$ cat src/rtl/lc3_useq_stack.sv
// LC-3 microsequencer with registered microstate and BEN, a microcode
// return-address stack (call/return) and a memory-wait timeout that vectors
// to a fault microstate. Sits between the control store and the datapath.
module lc3_useq_stack #(
    parameter int ADDR_W      = 6,
    parameter int STACK_DEPTH = 4,
    parameter int RESET_ADDR  = 18,
    parameter int FAULT_ADDR  = 63,
    parameter int MEM_TIMEOUT = 255
) (
    input  logic                               i_CLK,
    input  logic                               i_Reset,
    input  logic [ADDR_W-1:0]                  i_j_field,
    input  logic [2:0]                         i_COND_bits,
    input  logic                               i_IRD,
    input  logic                               i_LD_BEN,
    input  logic                               i_Call,
    input  logic                               i_Ret,
    input  logic [ADDR_W-1:0]                  i_CallTarget,
    input  logic                               i_R_Bit,
    input  logic [6:0]                         i_IR_15_9,
    input  logic [2:0]                         i_NZP,
    input  logic                               i_PSR_15,
    input  logic                               i_INT,
    input  logic                               i_ACV,
    output logic [ADDR_W-1:0]                  o_AddressNextState,
    output logic [ADDR_W-1:0]                  o_State,
    output logic [$clog2(STACK_DEPTH+1)-1:0]   o_StackDepth,
    output logic                               o_StackErr,
    output logic                               o_MemTimeout
);

    localparam int SP_W  = $clog2(STACK_DEPTH + 1);
    localparam int IDX_W = (STACK_DEPTH > 1) ? $clog2(STACK_DEPTH) : 1;
    // The counter only has to reach MEM_TIMEOUT-1 before it is cleared.
    localparam int CNT_W = (MEM_TIMEOUT > 1) ? $clog2(MEM_TIMEOUT) : 1;

    localparam logic [ADDR_W-1:0] RESET_A  = ADDR_W'(RESET_ADDR);
    localparam logic [ADDR_W-1:0] FAULT_A  = ADDR_W'(FAULT_ADDR);
    localparam logic [SP_W-1:0]   SP_FULL  = SP_W'(STACK_DEPTH);
    localparam logic [CNT_W-1:0]  CNT_LAST = CNT_W'((MEM_TIMEOUT > 0) ? MEM_TIMEOUT - 1 : 0);
    localparam logic              TO_EN    = (MEM_TIMEOUT > 0);

    logic                r_ben;
    logic [SP_W-1:0]     sp;
    logic [ADDR_W-1:0]   stack_mem [STACK_DEPTH];
    logic [CNT_W-1:0]    wait_cnt;

    logic [ADDR_W-1:0]   cond_mask;
    logic [ADDR_W-1:0]   base_addr;
    logic                waiting;
    logic                timeout;
    logic                do_push;
    logic                do_pop;
    logic                set_err;
    logic                ben_next;
    logic [IDX_W-1:0]    top_idx;
    logic [IDX_W-1:0]    push_idx;

    assign top_idx  = IDX_W'(sp - 1'b1);
    assign push_idx = IDX_W'(sp);
    assign ben_next = (i_IR_15_9[2] & i_NZP[2]) | (i_IR_15_9[1] & i_NZP[1])
                    | (i_IR_15_9[0] & i_NZP[0]);

    assign waiting = (i_COND_bits == 3'b001) && !i_R_Bit && !i_IRD;
    assign timeout = TO_EN && waiting && (wait_cnt == CNT_LAST);

    assign o_StackDepth = sp;

    // Condition bit selected by COND, ORed into the low bits of j.
    always_comb begin
        cond_mask = '0;
        case (i_COND_bits)
            3'b001:  cond_mask[1] = i_R_Bit;
            3'b010:  cond_mask[2] = r_ben;
            3'b011:  cond_mask[0] = i_IR_15_9[2];
            3'b100:  cond_mask[3] = i_PSR_15;
            3'b101:  cond_mask[4] = i_INT;
            3'b110:  cond_mask[5] = i_ACV;
            default: cond_mask    = '0;
        endcase
        base_addr = i_j_field | cond_mask;
    end

    // Next-address priority chain and the stack actions it implies.
    always_comb begin
        o_AddressNextState = base_addr;
        do_push            = 1'b0;
        do_pop             = 1'b0;
        set_err            = 1'b0;
        if (i_Reset) begin
            o_AddressNextState = RESET_A;
        end else if (timeout) begin
            o_AddressNextState = FAULT_A;
        end else if (i_IRD) begin
            o_AddressNextState = {{(ADDR_W-4){1'b0}}, i_IR_15_9[6:3]};
        end else if (i_Call && i_Ret) begin
            // Tail call: the caller's return address stays where it is.
            o_AddressNextState = i_CallTarget;
        end else if (i_Ret) begin
            if (sp != '0) begin
                o_AddressNextState = stack_mem[top_idx];
                do_pop             = 1'b1;
            end else begin
                o_AddressNextState = FAULT_A;
                set_err            = 1'b1;
            end
        end else if (i_Call) begin
            if (sp < SP_FULL) begin
                o_AddressNextState = i_CallTarget;
                do_push            = 1'b1;
            end else begin
                o_AddressNextState = FAULT_A;
                set_err            = 1'b1;
            end
        end
    end

    // Microstate, BEN, stack pointer, sticky error, wait counter and timeout pulse.
    always_ff @(posedge i_CLK) begin
        if (i_Reset) begin
            o_State      <= RESET_A;
            r_ben        <= 1'b0;
            sp           <= '0;
            o_StackErr   <= 1'b0;
            o_MemTimeout <= 1'b0;
            wait_cnt     <= '0;
        end else begin
            o_State      <= o_AddressNextState;
            o_MemTimeout <= timeout;
            if (i_LD_BEN)
                r_ben <= ben_next;
            if (do_push)
                sp <= sp + 1'b1;
            else if (do_pop)
                sp <= sp - 1'b1;
            if (set_err)
                o_StackErr <= 1'b1;
            if (timeout || !waiting)
                wait_cnt <= '0;
            else
                wait_cnt <= wait_cnt + 1'b1;
        end
    end

    // Return-address storage; contents are meaningless above sp, so no reset.
    always_ff @(posedge i_CLK) begin
        if (!i_Reset && do_push)
            stack_mem[push_idx] <= base_addr;
    end

endmodule
$ cat config.mk
export PLATFORM = sky130hd
export DESIGN_NAME = lc3_useq_stack
export DESIGN_NICKNAME = d
export VERILOG_FILES = /design/src/rtl/lc3_useq_stack.sv
export SDC_FILE = /design/constraint.sdc
export NUM_CORES = 1
export LEC_CHECK = 0
export CORE_MARGIN = 1
export CORE_UTILIZATION = 42
export DETAILED_ROUTE_END_ITERATION = 16
export GPL_TIMING_DRIVEN = 0
export PLACE_DENSITY = 0.75
export SLEW_MARGIN = 20
export SYNTH_ARGS = -nofsm -noshare
export SYNTH_HDL_FRONTEND = slang
export SYNTH_SLANG_ARGS = --single-unit
$ cat constraint.sdc
create_clock -name i_CLK -period 2.5 [get_ports i_CLK]
set_clock_uncertainty 0.15 [all_clocks]
set_input_delay 0.25 -clock i_CLK [delete_from_list [all_inputs] [get_ports i_CLK]]
set_output_delay 0.25 -clock i_CLK [all_outputs]
set_load 0.005 [all_outputs]
==> qor.yml, run 1 <==
regToRegStartpoint: "o_StackDepth[0]"
drcViolationCount: 0
hold_viol: 0
dp.cells: 291
cts_num_sinks: 44
tritoncts: "built"
grt_max_degree: 14
cp.arrival_ns: 2.00
postRouteAntennaNets: 0
ys_ff_latch: 44
rrSetupSlack_ns: 0.51
layout_commonest_cell: "clkdlybuf4s50_1"
layout_common_cells: "45 x clkdlybuf4s50_1, 24 x edfxtp_1, 22 x nor2_1"
power_mw: 1.505
fp.dieH_um: 73.33
gr-total-overflow: 0
drt_wl_total_um: 4612
min_path_cells: 2
gp_congestion: 0.7868
yosysWarnings: 0
leakagePower_nw: 1.043
critPathSlowestCell: "or3b_1"
start_kind: "register"
cpMostUsedCell: "buf_6"
drtPass1Iterations: 4
worst-path-buf-inv: 4
clock_latency_ns: 0.30
hp-class: "register to register"
crit_type: "register to output pin"
fin_ws_ns: 0.09600
ys_seq_area_share_pct: 52.46
synth_fp_nets: 215
status: "complete, no violations"
fillers: 401
core_area_um2: 4817
cts_root_buf: "clkbuf_8"
pre_cts_ws_ns: -0.6276
pwr_density_cell_nw_per_um2: 522.5
relSlewSlack_pct: 59.05
antenna_found_initial: 0
viasPerCell: 5.223
synth_edf_count: 24
grt_pass1_wl_um: 7293
rows: 25
num_vias: 1572
initial_core_util_pct: 44.36
setup_viol: 0
fp.dieW_um: 73.33
grt.busiest_layer: "met2"
period_needed_ns: 2.404
synth.distinct_cells: 47
grt.met2_usage_pct: 29.94
cts_buffers: 5
fin_cells: 301
layout-drive-gt1-share_pct: 20.51
slew_violations: 0
htree_levels: 2
area_growth_pct: 34.84
n_antenna_cell: 0
grt_pass1_vias: 1539
mappedNetlistArea_um2: 2137
grt_use_total_pct: 18.31
path_max_fanout: 6
fin_crit_sh_pct: 96.16
min-delay-start: "o_StackErr"
clock.fmax_mhz: 416.0
crit_family: "simple AND/OR/NAND/NOR gates"
use_met3_pct: 5.487
worstPathCellList: "buf_6, inv_2, ha_2, nor2b_4, or3b_1, buf_6, nor2_2, o22ai_1, clkbuf_2"
synth_flop_cell: "edfxtp_1"
cts_hold_buf: 0
required_ns: 2.10
syn_avg_cell_area_um2: 12.35
rsz0062_at_grt: "no"
cts_buffer_depth: 2
final.setup.tns_ns: 0
timing.hold.ws_ns: 0.3275
whs_endpoint: "o_StackErr"
clk_pin_slew_ns: 0.08
worst_pin_slew_ns: 0.6142
die_area_um2: 5377
r2r_end: "o_StackDepth[0]"
fin_nets: 275
r2r_cells: 9
wl_per_cell_um: 15.32
drv_cap: 0
io_pins: 52
drt_iter0_markers: 79
syn_inst: 173
vdd_ir_drop_max_uv: 266.7
io_buffers: 51
worst_setup_path_end_kind: "output pin"
grt_use_met1_pct: 23.26
post-dp-hpwl_um: 3457
synth-async-reset-ratio_pct: 0
max_stage_delay_ns: 0.37
[kinds of logic after synthesis]
logic type               synth area share, %
AO/OA/AOI/OAI                          12.82
XOR/XNOR                               2.869
adder cells (fa/ha/maj)                4.098
buffers and inverters                  2.692
flip-flops                             52.46
multiplexers                           6.323
AND/OR/NAND/NOR                        18.74
[cells in the mapped netlist (2+ instances only)]
master / count / area share [%]
o22ai_1: 2 / 0.59
nor2_4: 2 / 1.1
inv_1: 6 / 1.1
dfxtp_1: 20 / 19
clkbuf_1: 3 / 0.53
nor2_2: 4 / 1.2
xor2_1: 3 / 1.2
nand3_1: 4 / 0.94
edfxtp_1: 24 / 34
ha_1: 7 / 4.1
o21ai_1: 4 / 0.94
nand2_1: 5 / 0.88
o211ai_1: 4 / 1.4
and3_1: 6 / 1.8
o41ai_1: 4 / 1.6
nand3b_1: 2 / 0.70
a211oi_1: 2 / 0.70
mux4_2: 6 / 6.3
nor2_1: 22 / 3.9
a41o_1: 4 / 1.9
nor4b_4: 3 / 3.3
o221ai_1: 4 / 1.6
a21oi_1: 5 / 1.2
xnor2_1: 4 / 1.6
[metal layers]
layer  vias up  wire (um)
li1        779          -
met1       735       2101
met2        51       2163
met3         7        283
met4         0         63
met5         -          0
[worst reg2reg max path, delay by kind of cell (launching register included)]
family	cells	cell delay, ns
buffers and inverters	3	0.30
XOR/XNOR	1	0.17
adder cells (fa/ha/maj)	1	0.19
AND/OR/NAND/NOR	3	0.57
flip-flops	1	0.34
AO/OA/AOI/OAI	1	0.14
[what timing repair did]
| item | 4_1_cts | 5_1_grt |
|---|---|---|
| pin swaps | 1 | 0 |
| buffers inserted | 3 | 0 |
| gates resized for setup | 26 | 8 |
| setup endpoints to repair | 6 | 6 |
| cloned | 0 | 0 |
[through the flow]
step / cell area, um^2 / utilization (%)
finish: 2882 / 59.82
global route: 2882 / 59.82
CTS: 2905 / 60.31
detailed placement: 2731 / 56.70
global placement: 2731 / 56.70
floorplan: 2137 / -
[state kept, by name, summed over array words and instances (netlist names)]
name          cells
o_StackErr        1
r_ben             1
o_MemTimeout      1
o_State           6
wait_cnt          8
o_StackDepth      3
stack_mem        24
[worst max path at each step]
stage | start | endpoint | slack [ns] | cells after the start
after floorplan | o_StackDepth[0] | o_AddressNextState[1] | 0.18 | 7
after global placement | o_StackDepth[0] | o_AddressNextState[4] | -0.56 | 8
after detailed placement | o_StackDepth[0] | o_AddressNextState[4] | -0.63 | 8
after CTS | o_StackDepth[0] | o_AddressNextState[3] | 0.0007 | 9
after global routing | o_StackDepth[0] | o_AddressNextState[3] | 0.01 | 9
final | o_StackDepth[0] | o_AddressNextState[3] | 0.1 | 9
[final cells by class]
cell class	count	area (um^2)	share of cell area, %
timing repair buffer	54	503.0	17.46
clock inverter	1	30.03	1.042
sequential	44	1124	38.99
inverter	7	26.28	0.9119
tap	67	83.83	2.909
buffer	5	33.78	1.172
multi-input combinational	116	1005	34.87
clock buffer	7	76.32	2.649
[where the power goes]
| part | switching [mW] | total (mW) | leakage, nW | internal [mW] |
|---|---|---|---|---|
| registers | 0.00466 | 0.780 | 0.380 | 0.775 |
| clock network | 0.230 | 0.529 | 0.0524 | 0.299 |
| logic | 0.0830 | 0.197 | 0.611 | 0.114 |
| total | 0.318 | 1.51 | 1.04 | 1.19 |
(Power assumes the default switching activity.)
==> run 2: changes to the inputs <==
--- a/config.mk
+++ b/config.mk
@@ -6,10 +6,11 @@
 export NUM_CORES = 1
 export LEC_CHECK = 0
 export CORE_MARGIN = 1
-export CORE_UTILIZATION = 42
+export CORE_UTILIZATION = 49
 export DETAILED_ROUTE_END_ITERATION = 16
 export GPL_TIMING_DRIVEN = 0
-export PLACE_DENSITY = 0.75
+export PLACE_DENSITY = 0.84
+export SETUP_SLACK_MARGIN = 0.1
 export SLEW_MARGIN = 20
 export SYNTH_ARGS = -nofsm -noshare
 export SYNTH_HDL_FRONTEND = slang
==> run 2 against run 1 <==
Sequential share of layout area fell by 0.50 points. Critical path depth did not move. Total power rose by 1.3%. Global-route usage rose by 4.5 points. Die area fell by 14%. Largest power group unchanged. Highest routed layer unchanged.
==> qor.yml, run 2 (synthesis results as in run 1) <==
status: "complete, no violations"  # unchanged
fp.dieH_um: 68.04  # was 73.33 um
worst_setup_path_end_kind: "output pin"  # unchanged
tritoncts: "built"  # unchanged
vdd_ir_drop_max_uv: 344.8  # was 266.7 uV
gr-total-overflow: 0  # unchanged
fin_crit_sh_pct: 96.25  # was 96.16%
core_area_um2: 4086  # was 4817 um^2
clock.fmax_mhz: 415.6  # was 416.0 MHz
p_switching_mw: 0.3345  # was 0.3178 mW
antenna_found_initial: 0  # unchanged
top_register: "stack_mem"  # unchanged
rows: 23  # was 25
grt_pass1_wl_um: 7527  # was 7293 um
htree_levels: 2  # unchanged
fillers: 275  # was 401
start_kind: "register"  # unchanged
rrSetupSlack_ns: 0.53  # was 0.51 ns
num_vias: 1668  # was 1572
timing.hold.ws_ns: 0.3440  # was 0.3275 ns
slew_violations: 0  # unchanged
grt_max_degree: 15  # was 14
grt_pass1_vias: 1624  # was 1539
hold_viol: 0  # unchanged
area_growth_pct: 36.89  # was 34.84%
drt_iter0_markers: 138  # was 79
fin_nets: 281  # was 275
layout-drive-gt1-share_pct: 22.50  # was 20.51%
p_sw_share_pct: 21.94  # was 21.11%
clock_latency_ns: 0.30  # about the same
worst_pin_slew_ns: 0.5300  # was 0.6142 ns
crit_family: "simple AND/OR/NAND/NOR gates"  # unchanged
cts_hold_buf: 0  # unchanged
period_needed_ns: 2.406  # was 2.404 ns
gp_congestion: 0.7446  # was 0.7868
place_area_um2: 2710  # was 2731 um^2
wl_met2_um: 2388  # was 2163 um
largest_reg_flops: 24  # unchanged
drt-met1-wl_um: 1997  # was 2101 um
clk_pin_slew_ns: 0.09  # was 0.08 ns
final.setup.tns_ns: 0  # unchanged
critPathSlowestCell: "or3b_1"  # unchanged
drt_wl_total_um: 4768  # was 4612 um
post-dp-hpwl_um: 3510  # was 3457 um
io_pins: 52  # unchanged
cp.arrival_ns: 2.01  # was 2.00 ns
hp-class: "register to register"  # unchanged
highest_layer: "met4"  # unchanged
io_buffers: 51  # unchanged
post-route-cell-area_um2: 2925  # was 2882 um^2
cts_buffers: 5  # unchanged
required_ns: 2.10  # about the same
postRouteAntennaNets: 0  # unchanged
worstPathCellList: "buf_8, clkinvlp_4, ha_4, nor2b_4, or3b_1, buf_6, nor2_4, o22ai_2, buf_2"  # was buf_6, inv_2, ha_2, nor2b_4, or3b_1, buf_6, nor2_2, o22ai_1, clkbuf_2
die_area_um2: 4629  # was 5377 um^2
grt_use_total_pct: 22.80  # was 18.31%
internal_power_mw: 1.190  # was 1.188 mW
pwr_density_cell_nw_per_um2: 521.1  # was 522.5 nW/um^2
largestRegisters: "stack_mem (24), wait_cnt (8), o_State (6)"  # unchanged
p_clk_share_pct: 35.5  # was 35.1%
relSlewSlack_pct: 64.67  # was 59.05%
drtPass1Iterations: 4  # unchanged
cts_buffer_depth: 2  # unchanged
setup_viol: 0  # unchanged
initial_core_util_pct: 52.30  # was 44.36%
power_mw: 1.524  # was 1.505 mW
viasPerCell: 5.752  # was 5.223
max_stage_delay_ns: 0.37  # about the same
rsz0062_at_grt: "yes"  # was no
drcViolationCount: 0  # unchanged
crit_type: "register to output pin"  # unchanged
path_max_fanout: 6  # unchanged
worst-path-buf-inv: 4  # unchanged
met3RoutedLength_um: 318  # was 283 um
cts_root_buf: "clkbuf_8"  # unchanged
p_seq_share_pct: 51.1  # was 51.8%
cts_num_sinks: 44  # unchanged
leakagePower_nw: 1.076  # was 1.043 nW
layout_commonest_cell: "clkdlybuf4s50_1"  # unchanged
pwr-share-comb_pct: 13.4  # was 13.1%
layout_common_cells: "45 x clkdlybuf4s50_1, 24 x edfxtp_1, 22 x nor2_1"  # unchanged
n_antenna_cell: 0  # unchanged
drv_cap: 0  # unchanged
fp.dieW_um: 68.04  # was 73.33 um
wl_per_cell_um: 16.44  # was 15.32 um
[run 2: cell types whose count changed in the layout (fill, tap and decap cells not counted), moves of 2 or more]
cell | before | now
clkinvlp_4 | 0 | 2
buf_4 | 3 | 9
clkbuf_1 | 4 | 2
clkbuf_2 | 4 | 0
buf_2 | 2 | 6
[run 2: worst register-to-register path: stages, from the launching register on]
cell	delay, ns
dfxtp_4	0.36
buf_8	0.09
clkinvlp_4	0.09
ha_4	0.17
nor2b_4	0.12
buf_4	0.15
nor4b_4	0.39
o21ai_1	0.13
xnor2_1	0.15
nor2_1	0.05
[run 2: metal layers]
metal | GRT usage (%) | vias up
li1 | - | 794
met1 | 27.07 | 794
met5 | 0 | -
met3 | 5.167 | 8
met4 | 9.115 | 0
met2 | 39.58 | 72
[run 2: repair_timing]
item / 4_1_cts / 5_1_grt
pin swaps: 10 / 6
setup endpoints to repair: 8 / 6
endpoints found under the hold margin: 0 / 0
resized for setup: 38 / 1
buffers inserted: 6 / 3
[run 2: final cells by class]
cell class	count	area (um^2)	area share [%]
plain buffers	5	37.54	1.283
clock buffers	5	68.82	2.352
clock inverters	3	42.54	1.454
inverters	7	30.03	1.027
multi-input cells	116	1010	34.52
flip-flops and latches	44	1126	38.49
well taps	50	62.56	2.139
repair buffers	60	548.0	18.73
[run 2: path summary, 6_finish.rpt]
check | cells after the start | endpoint | from
max | 9 | o_AddressNextState[3] | o_StackDepth[0]
min | 2 | o_StackErr | o_StackErr
max reg2reg | 9 | o_StackDepth[0] | o_StackDepth[0]
min reg2reg | 2 | o_StackErr | o_StackErr
[run 2: power groups by stage]
stage                     clock network, mW  registers [mW]  logic [mW]
after global placement                    0           0.796       0.187
final                                 0.541           0.779       0.204
after detailed placement                  0           0.797       0.191
after global routing                  0.575           0.781       0.221
after floorplan                           0           0.797      0.0782
after CTS                             0.550           0.779       0.200
[run 2: through the flow]
stage | worst slack (ns) | util (%) | cells
5_1_grt | 0.02314 | 71.59 | 290
6_report | 0.09386 | 71.59 | 290
3_3_place_gp | -0.5727 | 66.32 | 274
4_1_cts | 0.09055 | 70.85 | 287
3_5_place_dp | -0.5885 | 66.32 | 274
2_1_floorplan | 0.1789 | - | 173
